$ cat src/rtl/ns_pktcnt_snapshot_sched.sv
// rtl/ns_pktcnt_snapshot_sched.sv - snapshot scheduler serialising per-channel packet counters as one stream frame
module ns_pktcnt_snapshot_sched #(
  parameter int NCH           = 2,
  parameter int PERIOD_CYCLES = 250000000
) (
  input  logic                 clk,
  input  logic                 resetn,
  input  logic [NCH*192-1:0]   cnt_in,
  input  logic                 sw_trigger,
  output logic [63:0]          axis_tdata,
  output logic                 axis_tlast,
  output logic                 axis_tvalid,
  input  logic                 axis_tready,
  output logic                 busy,
  output logic [15:0]          seq,
  output logic [15:0]          overruns
);

  localparam int NW = 3 * NCH;
  localparam int IW = $clog2(NW);
  localparam logic [IW-1:0] IDX_LAST = IW'(NW - 1);
  localparam logic [31:0] PER_LAST = (PERIOD_CYCLES > 0) ? 32'(PERIOD_CYCLES - 1) : 32'd0;

  typedef enum logic [1:0] {IDLE, SEND_HDR, SEND_DATA} state_t;

  state_t               state_q, state_d;
  logic [NCH*192-1:0]   shadow_q;
  logic [15:0]          hdr_seq_q;
  logic [31:0]          hdr_ts_q;
  logic [IW-1:0]        idx_q, idx_d;
  logic                 pending_q, pending_d;
  logic [15:0]          seq_q, seq_d;
  logic [15:0]          overruns_q, overruns_d;
  logic [31:0]          timer_q, timer_d;
  logic [31:0]          ts_q;
  logic                 tick;
  logic                 trig;
  logic                 capture;
  logic                 last_hs;
  logic [63:0]          words [NW];

  // Word k of the data phase sits at bit k*64 because each channel packs its three fields contiguously.
  for (genvar k = 0; k < NW; k++) begin : g_words
    assign words[k] = shadow_q[k*64 +: 64];
  end

  assign tick    = (PERIOD_CYCLES != 0) && (timer_q == PER_LAST);
  assign trig    = sw_trigger | tick;
  assign last_hs = (state_q == SEND_DATA) && (idx_q == IDX_LAST) && axis_tready;

  assign timer_d = (PERIOD_CYCLES == 0 || tick) ? 32'd0 : timer_q + 32'd1;

  // Next-state, capture decision, pending/overrun bookkeeping.
  always_comb begin
    state_d    = state_q;
    idx_d      = idx_q;
    pending_d  = pending_q;
    overruns_d = overruns_q;
    seq_d      = seq_q;
    capture    = 1'b0;
    case (state_q)
      IDLE: begin
        if (trig) begin
          capture = 1'b1;
          state_d = SEND_HDR;
        end
      end
      SEND_HDR: begin
        if (axis_tready) begin
          state_d = SEND_DATA;
          idx_d   = '0;
        end
      end
      SEND_DATA: begin
        if (axis_tready) begin
          if (idx_q == IDX_LAST) begin
            if (pending_q || trig) begin
              capture   = 1'b1;
              pending_d = 1'b0;
              state_d   = SEND_HDR;
            end else begin
              state_d = IDLE;
            end
          end else begin
            idx_d = idx_q + 1'b1;
          end
        end
      end
      default: state_d = IDLE;
    endcase
    // A trigger coinciding with the final handshake is consumed by the back-to-back capture above.
    if (state_q != IDLE && trig && !last_hs) begin
      if (!pending_q) begin
        pending_d = 1'b1;
      end else if (overruns_q != 16'hFFFF) begin
        overruns_d = overruns_q + 16'd1;
      end
    end
    if (capture) begin
      seq_d = seq_q + 16'd1;
    end
  end

  // State, counters and shadow registers; shadows only change on a capture edge.
  always_ff @(posedge clk) begin
    if (!resetn) begin
      state_q    <= IDLE;
      shadow_q   <= '0;
      hdr_seq_q  <= '0;
      hdr_ts_q   <= '0;
      idx_q      <= '0;
      pending_q  <= 1'b0;
      seq_q      <= '0;
      overruns_q <= '0;
      timer_q    <= '0;
      ts_q       <= '0;
    end else begin
      state_q    <= state_d;
      idx_q      <= idx_d;
      pending_q  <= pending_d;
      seq_q      <= seq_d;
      overruns_q <= overruns_d;
      timer_q    <= timer_d;
      ts_q       <= ts_q + 32'd1;
      if (capture) begin
        shadow_q  <= cnt_in;
        hdr_seq_q <= seq_q;
        hdr_ts_q  <= ts_q;
      end
    end
  end

  // Stream outputs are pure functions of registered state, so they hold steady under backpressure.
  always_comb begin
    axis_tdata = 64'd0;
    case (state_q)
      SEND_HDR:  axis_tdata = {8'hA5, 8'(NCH), hdr_seq_q, hdr_ts_q};
      SEND_DATA: axis_tdata = words[idx_q];
      default:   axis_tdata = 64'd0;
    endcase
  end

  assign axis_tvalid = (state_q != IDLE);
  assign axis_tlast  = (state_q == SEND_DATA) && (idx_q == IDX_LAST);
  assign busy        = (state_q != IDLE);
  assign seq         = seq_q;
  assign overruns    = overruns_q;

endmodule

$ cat config.mk
export PLATFORM = sky130hd
export DESIGN_NAME = ns_pktcnt_snapshot_sched
export DESIGN_NICKNAME = d
export VERILOG_FILES = /design/src/rtl/ns_pktcnt_snapshot_sched.sv
export SDC_FILE = /design/constraint.sdc
export NUM_CORES = 1
export LEC_CHECK = 0
export CAP_MARGIN = 20
export CORE_MARGIN = 2
export CORE_UTILIZATION = 41
export CTS_BUF_LIST = sky130_fd_sc_hd__clkbuf_8
export CTS_CLUSTER_SIZE = 24
export DETAILED_ROUTE_END_ITERATION = 7
export GPL_TIMING_DRIVEN = 0
export PLACE_DENSITY = 0.63
export SYNTH_ARGS = -nofsm -noshare
export SYNTH_HDL_FRONTEND = slang
export SYNTH_SLANG_ARGS = --single-unit
$ cat constraint.sdc
create_clock -name clk -period 7.6 [get_ports clk]
set_input_delay 1.14 -clock clk [delete_from_list [all_inputs] [get_ports clk]]
set_output_delay 1.14 -clock clk [all_outputs]
set_load 0.02 [all_outputs]
==> reports/metrics.cfg, run 1 <==
[status]
status=finished, final reports clean

[yosys]
yosysUniqueCellTypes=56
synthArstFlopShare=0
synth-seq-cells=534
syn-num-nets=3407
ys_warn_count=0
synth_edf_count=0
synth-seq-area-share=0.411
synth_ff_type=dfxtp_1
avgSynthCellArea_um2=8.65
synthCells=3008
syn_area_um2=26000

[global_routing]
grt_pass1_vias=26534
grt_first_pass_wirelength_um=167000
grt_usage=0.340
antenna_found_initial=1
globalRouteOverflowTotal=0
grt_max_degree=14

[finish]
area_growth_pct=30.3
final_common_cell=dfxtp_1
utilization=0.538
drive_gt1_frac=0.0750
final_cell_mix=534 x dfxtp_1, 485 x clkdlybuf4s50_1, 470 x nand3_1, 459 x a21oi_1, 438 x o211ai_1
nFillCells=5864
layout.nets=3992

[power]
ir_drop_mv=0.142
p_per_area_nw_per_um2=232
p_leak_nw=10.8

[critical_path]
start_kind=flop
cp_data_arrival_time_ns=4.62
path_max_fanout=10
end_kind=output pin
cp.required_ns=6.46
critical_path_class=reg -> out

[timing]
slew_headroom=0.172
worst_pin_slew_ns=1.24
fmax_ghz=0.174
fin_worst_skew_ns=0.0475
setup_viol=0
fin_crit_ns=5.76
finalSetupTns_ns=0
hold_viol_final=0
fin_crit_sh=0.757
fin_ws_ns=1.84
slew_viol_final=0
whs_ns=0.463
rsz0062_at_grt=no

[clock_tree]
clock_latency_ns=0.73
htree_levels=3
cts_tree=yes
cts.sinks=534
hold_buffers=0
clockBufferDepth=3
root_buffer=clkbuf_8
cts_setup_buffers=0
path_clk_slew_ns=0.06
cts-resized-gates=0
cts_made_buffers=93

[die]
ioPinCount=487
floorplan.initialDensity=0.413
design.core.area_um2=63000
row_count=92
die_h_um=256
die-area_um2=65500
die_width_um=256

[routing]
avgRoutedWirePerCell_um=25.9
via_per_inst=6.16
final_antenna_net_count=0
num_vias=27804
routed_wl_um=117000
drtIter0Drc=3405
dr.pass1.iters=8
drcViolationCount=0

[worst_hold_path]
hold_class=reg -> reg

[placement]
gp_congestion=0.960
dp_hpwl_um=91000
place.port_buffers=485
place_ws_ns=2.63

[job]
drv_cap=0

-- final timing paths --
kind / start / end / slack (ns) / cells past startpoint
worst min register to register: timer_q[0]$_SDFF_PP0_ / timer_q[0]$_SDFF_PP0_ / 0.46 / 1
worst min-delay path: timer_q[0]$_SDFF_PP0_ / timer_q[0]$_SDFF_PP0_ / 0.46 / 1
worst max register to register: state_q[0]$_SDFFE_PN0P_ / hdr_seq_q[13]$_SDFFE_PN0P_ / 3.54 / 11
worst max-delay path: idx_q[0]$_SDFFE_PN0P_ / axis_tdata[0] / 1.84 / 9
-- power by group --
part / total (mW) / switching [mW] / internal (mW)
logic: 1.94 / 1.22 / 0.712
clock network: 2.70 / 1.28 / 1.42
registers: 3.24 / 0.175 / 3.06
-- flip-flops by register name, summed over array words and instances, names as in the netlist --
register,count
ts_q,32
shadow_q,384
hdr_ts_q,32
seq,16
state_q,2
pending_q,1
idx_q,3
overruns,16
timer_q,32
hdr_seq_q,16
-- critical path: stages (launching register included) --
cell	delay (ns)
dfxtp_1	0.40
clkbuf_1	0.22
buf_2	0.45
buf_2	0.46
buf_2	0.41
buf_2	0.53
mux2i_1	0.17
o22ai_1	0.31
a22o_1	0.31
clkdlybuf4s50_1	0.65
-- synth_stat cells, drive strengths merged (3+ instances only) --
cell / n / area (um^2)
and3: 9 / 56.3
o31ai: 8 / 60.1
inv: 83 / 312
buf: 104 / 490
o21ai: 9 / 45.0
a211oi: 4 / 30.0
or3: 6 / 37.5
mux4: 64 / 1440
nand3: 470 / 2350
a21oi: 460 / 2310
a22o: 48 / 420
clkbuf: 266 / 998
xor2: 22 / 193
o22ai: 65 / 407
xnor2: 33 / 289
and2: 20 / 125
nor2b: 7 / 43.8
o311ai: 3 / 26.3
nand2: 51 / 191
and4: 12 / 105
nand4: 32 / 200
o2111ai: 3 / 26.3
nor4: 12 / 96.3
o211ai: 438 / 3290
or4: 12 / 93.8
mux2i: 83 / 831
nand2b: 19 / 119
nor2: 73 / 274
ha: 11 / 138
dfxtp: 534 / 10700
o41ai: 3 / 26.3
nor3: 21 / 105
-- through the flow --
stage / total power, mW / instance area (um^2) / std cells
after floorplan: 4.34 / 26000 / 3008
after global placement: 5.11 / 31900 / 4339
after detailed placement: 5.17 / 32000 / 4341
after CTS: 7.82 / 33900 / 4510
after global routing: 8.15 / 33900 / 4514
final: 7.88 / 33900 / 4514
-- kinds of logic (layout without fill, tap and decap cells) --
| group | after synthesis | after routing | synth area share |
|---|---|---|---|
| buf+inv | 454 | 1113 | 0.0693 |
| compound gates | 1052 | 1052 | 0.259 |
| simple gates | 754 | 754 | 0.150 |
| xor+xnor | 55 | 55 | 0.0185 |
| other cells | 0 | 1 | 0 |
| fa+ha+maj | 11 | 11 | 0.00529 |
| flops | 534 | 534 | 0.411 |
| mux | 148 | 148 | 0.0878 |
-- layout make-up --
type	instances	area (um^2)	share of cell area
Antenna cell	1	2.50	0.0000738
Sequential cell	534	10700	0.315
Multi-Input combinational cell	2020	13500	0.399
Clock buffer	110	1510	0.0447
Buffer	370	1490	0.0439
Timing Repair Buffer	490	4940	0.146
Tap cell	846	1060	0.0312
Inverter	84	315	0.00930
Clock inverter	59	360	0.0106
-- metal layers --
layer	wire [um]	global-route usage
met2	54000	0.555
met3	11900	0.0686
met4	5320	0.150
met5	0	0
met1	45600	0.434
No activity file was read; power rests on OpenSTA's default activity.
==> run 2: changes to the inputs <==
--- a/config.mk
+++ b/config.mk
@@ -12,7 +12,7 @@
 export CTS_CLUSTER_SIZE = 24
 export DETAILED_ROUTE_END_ITERATION = 7
 export GPL_TIMING_DRIVEN = 0
-export PLACE_DENSITY = 0.63
+export PLACE_DENSITY = 0.66
 export SYNTH_ARGS = -nofsm -noshare
 export SYNTH_HDL_FRONTEND = slang
 export SYNTH_SLANG_ARGS = --single-unit
==> constraint.sdc (replaced) <==
create_clock -name clk -period 5.2 [get_ports clk]
set_input_delay 0.78 -clock clk [delete_from_list [all_inputs] [get_ports clk]]
set_output_delay 0.78 -clock clk [all_outputs]
set_load 0.02 [all_outputs]
==> reports/metrics.cfg, run 2 (synthesis results as in run 1) <==
[clock_tree]
path_clk_slew_ns=0.06  ; about the same
cts_made_buffers=92  ; was 93
htree_levels=3  ; unchanged
hold_buffers=0  ; unchanged
clockBufferDepth=3  ; unchanged
clock_latency_ns=0.70  ; was 0.73 ns
cts_tree=yes  ; unchanged
root_buffer=clkbuf_8  ; unchanged
cts.sinks=534  ; unchanged

[global_routing]
grt_util_met3=0.0697  ; was 0.0686
gr-usage-met1=0.428  ; was 0.434
busiest_layer=met2  ; unchanged
grt_first_pass_wirelength_um=163000  ; was 167000 um
globalRouteOverflowTotal=0  ; unchanged
grt_max_degree=13  ; was 14
antenna_found_initial=5  ; was 1
grt_pass1_vias=25755  ; was 26534
grt_usage=0.332  ; was 0.340
use_met2=0.529  ; was 0.555

[power]
ir_drop_mv=0.159  ; was 0.142 mV
p_leak_nw=10.8  ; about the same
p_per_area_nw_per_um2=336  ; was 232 nW/um^2

[routing]
drtIter0Drc=3176  ; was 3405
num_vias=27315  ; was 27804
final_antenna_net_count=0  ; unchanged
via_per_inst=6.05  ; was 6.16
routed_wl_um=114000  ; was 117000 um
drcViolationCount=0  ; unchanged
avgRoutedWirePerCell_um=25.2  ; was 25.9 um
dr.pass1.iters=6  ; was 8

[critical_path]
reg2regPathDepth=11  ; unchanged
critPathTopFamily=buffers and inverters  ; unchanged
start_kind=flop  ; unchanged
cp_data_arrival_time_ns=4.24  ; was 4.62 ns
cp_common_cell=buf_2  ; unchanged
crit_path_cell_trace=clkbuf_1, clkbuf_4, buf_4, buf_2, buf_2, mux2i_1, o22ai_1, a22o_1, clkdlybuf4s50_1  ; was clkbuf_1, buf_2, buf_2, buf_2, buf_2, mux2i_1, o22ai_1, a22o_1, clkdlybuf4s50_1
crit_slowest_cell=clkdlybuf4s50_1  ; unchanged
end_kind=output pin  ; unchanged
crit_buf_inv=6  ; unchanged
path_max_fanout=10  ; unchanged
worst-path-stages=9  ; unchanged
critical_path_class=reg -> out  ; unchanged
cp.required_ns=4.42  ; was 6.46 ns
slowest_delay_ns=0.65  ; about the same

[die]
die-area_um2=65500  ; unchanged
die_width_um=256  ; unchanged
die_h_um=256  ; unchanged
floorplan.initialDensity=0.413  ; unchanged
design.core.area_um2=63000  ; unchanged
row_count=92  ; unchanged
ioPinCount=487  ; unchanged

[finish]
final_common_cell=dfxtp_1  ; unchanged
multi_input_area_um2=13500  ; unchanged
regArea_um2=10700  ; unchanged
area_growth_pct=30.0  ; was 30.3%
nFillCells=6062  ; was 5864
utilization=0.537  ; was 0.538
drive_gt1_frac=0.0738  ; was 0.0750
largest_reg_flops=384  ; unchanged
final_cell_mix=534 x dfxtp_1, 485 x clkdlybuf4s50_1, 470 x nand3_1, 459 x a21oi_1, 438 x o211ai_1  ; unchanged
regMostFlops=shadow_q  ; unchanged
layout.nets=3992  ; unchanged

[timing]
fin_worst_skew_ns=0.0385  ; was 0.0475 ns
rsz0062_at_grt=no  ; unchanged
slew_viol_final=0  ; unchanged
whs_ns=0.461  ; was 0.463 ns
worst_pin_slew_ns=1.19  ; was 1.24 ns
fin_crit_sh=0.965
fin_crit_ns=5.02
hold_viol_final=0  ; unchanged
finalSetupTns_ns=0  ; unchanged
setup_viol=0  ; unchanged
slew_headroom=0.205  ; was 0.172
fmax_ghz=0.199

[worst_hold_path]
whs_path_depth=2  ; was 1
hold_class=reg -> reg  ; unchanged

[placement]
place.port_buffers=485  ; unchanged
gp_congestion=0.978  ; was 0.960
dp_hpwl_um=88100  ; was 91000 um

[job]
drv_cap=0  ; unchanged

[status]
status=finished, final reports clean  ; unchanged

## run 2: tightest hold or removal path, delay by kind of cell (launching register included)
family / cells / cell delay (ns)
compound gates: 1 / 0.05
flops: 1 / 0.30
simple gates: 1 / 0.06
## run 2: timing repair
| item | CTS | global route |
|---|---|---|
| setup buffers | 0 | 0 |
| endpoints found under the setup margin | 6 | 1 |
| gates resized for setup | 2 | 1 |
| pin swaps | 0 | 0 |
## run 2: worst paths after layout
kind                                                  from                         end  slack [ns]
worst min-delay path            shadow_q[166]$_SDFFE_PN0P_  shadow_q[166]$_SDFFE_PN0P_        0.46
worst max register to register     state_q[0]$_SDFFE_PN0P_  hdr_seq_q[12]$_SDFFE_PN0P_        1.07
worst max-delay path                 idx_q[0]$_SDFFE_PN0P_              axis_tdata[47]        0.18
worst min register to register  shadow_q[166]$_SDFFE_PN0P_  shadow_q[166]$_SDFFE_PN0P_        0.46
## run 2: per-layer routing
metal	vias up	share of wire
li1	12504	-
met2	1452	0.46
met1	13115	0.40
met5	-	0
met3	244	0.098
met4	0	0.048
## run 2: report_power, final
| group | leakage [nW] | switching [mW] | internal [mW] | total (mW) |
|---|---|---|---|---|
| combinational | 5.39 | 1.78 | 1.05 | 2.83 |
| clock | 1.06 | 1.83 | 1.97 | 3.80 |
| sequential | 4.36 | 0.252 | 4.48 | 4.73 |
## run 2: per-stage QoR
stage	total power [mW]	std cells	area, um^2	setup slack (ns)
3_5_place_dp	7.55	4344	32000	0.595
6_report	11.4	4512	33800	0.181
4_1_cts	11.3	4506	33800	0.0517
2_1_floorplan	6.34	3008	26000	2.26
3_3_place_gp	7.50	4339	31900	0.586
5_1_grt	11.7	4512	33800	0.0799
## run 2: final cells by class
| type | count | area share |
|---|---|---|
| antenna | 5 | 0.000370 |
| buffer | 370 | 0.0442 |
| clock buffer | 114 | 0.0464 |
| clock inverter | 48 | 0.00618 |
| inverter | 84 | 0.00932 |
| multi-input combinational | 2020 | 0.400 |
| sequential | 534 | 0.316 |
| tap | 846 | 0.0313 |
| timing repair buffer | 491 | 0.147 |
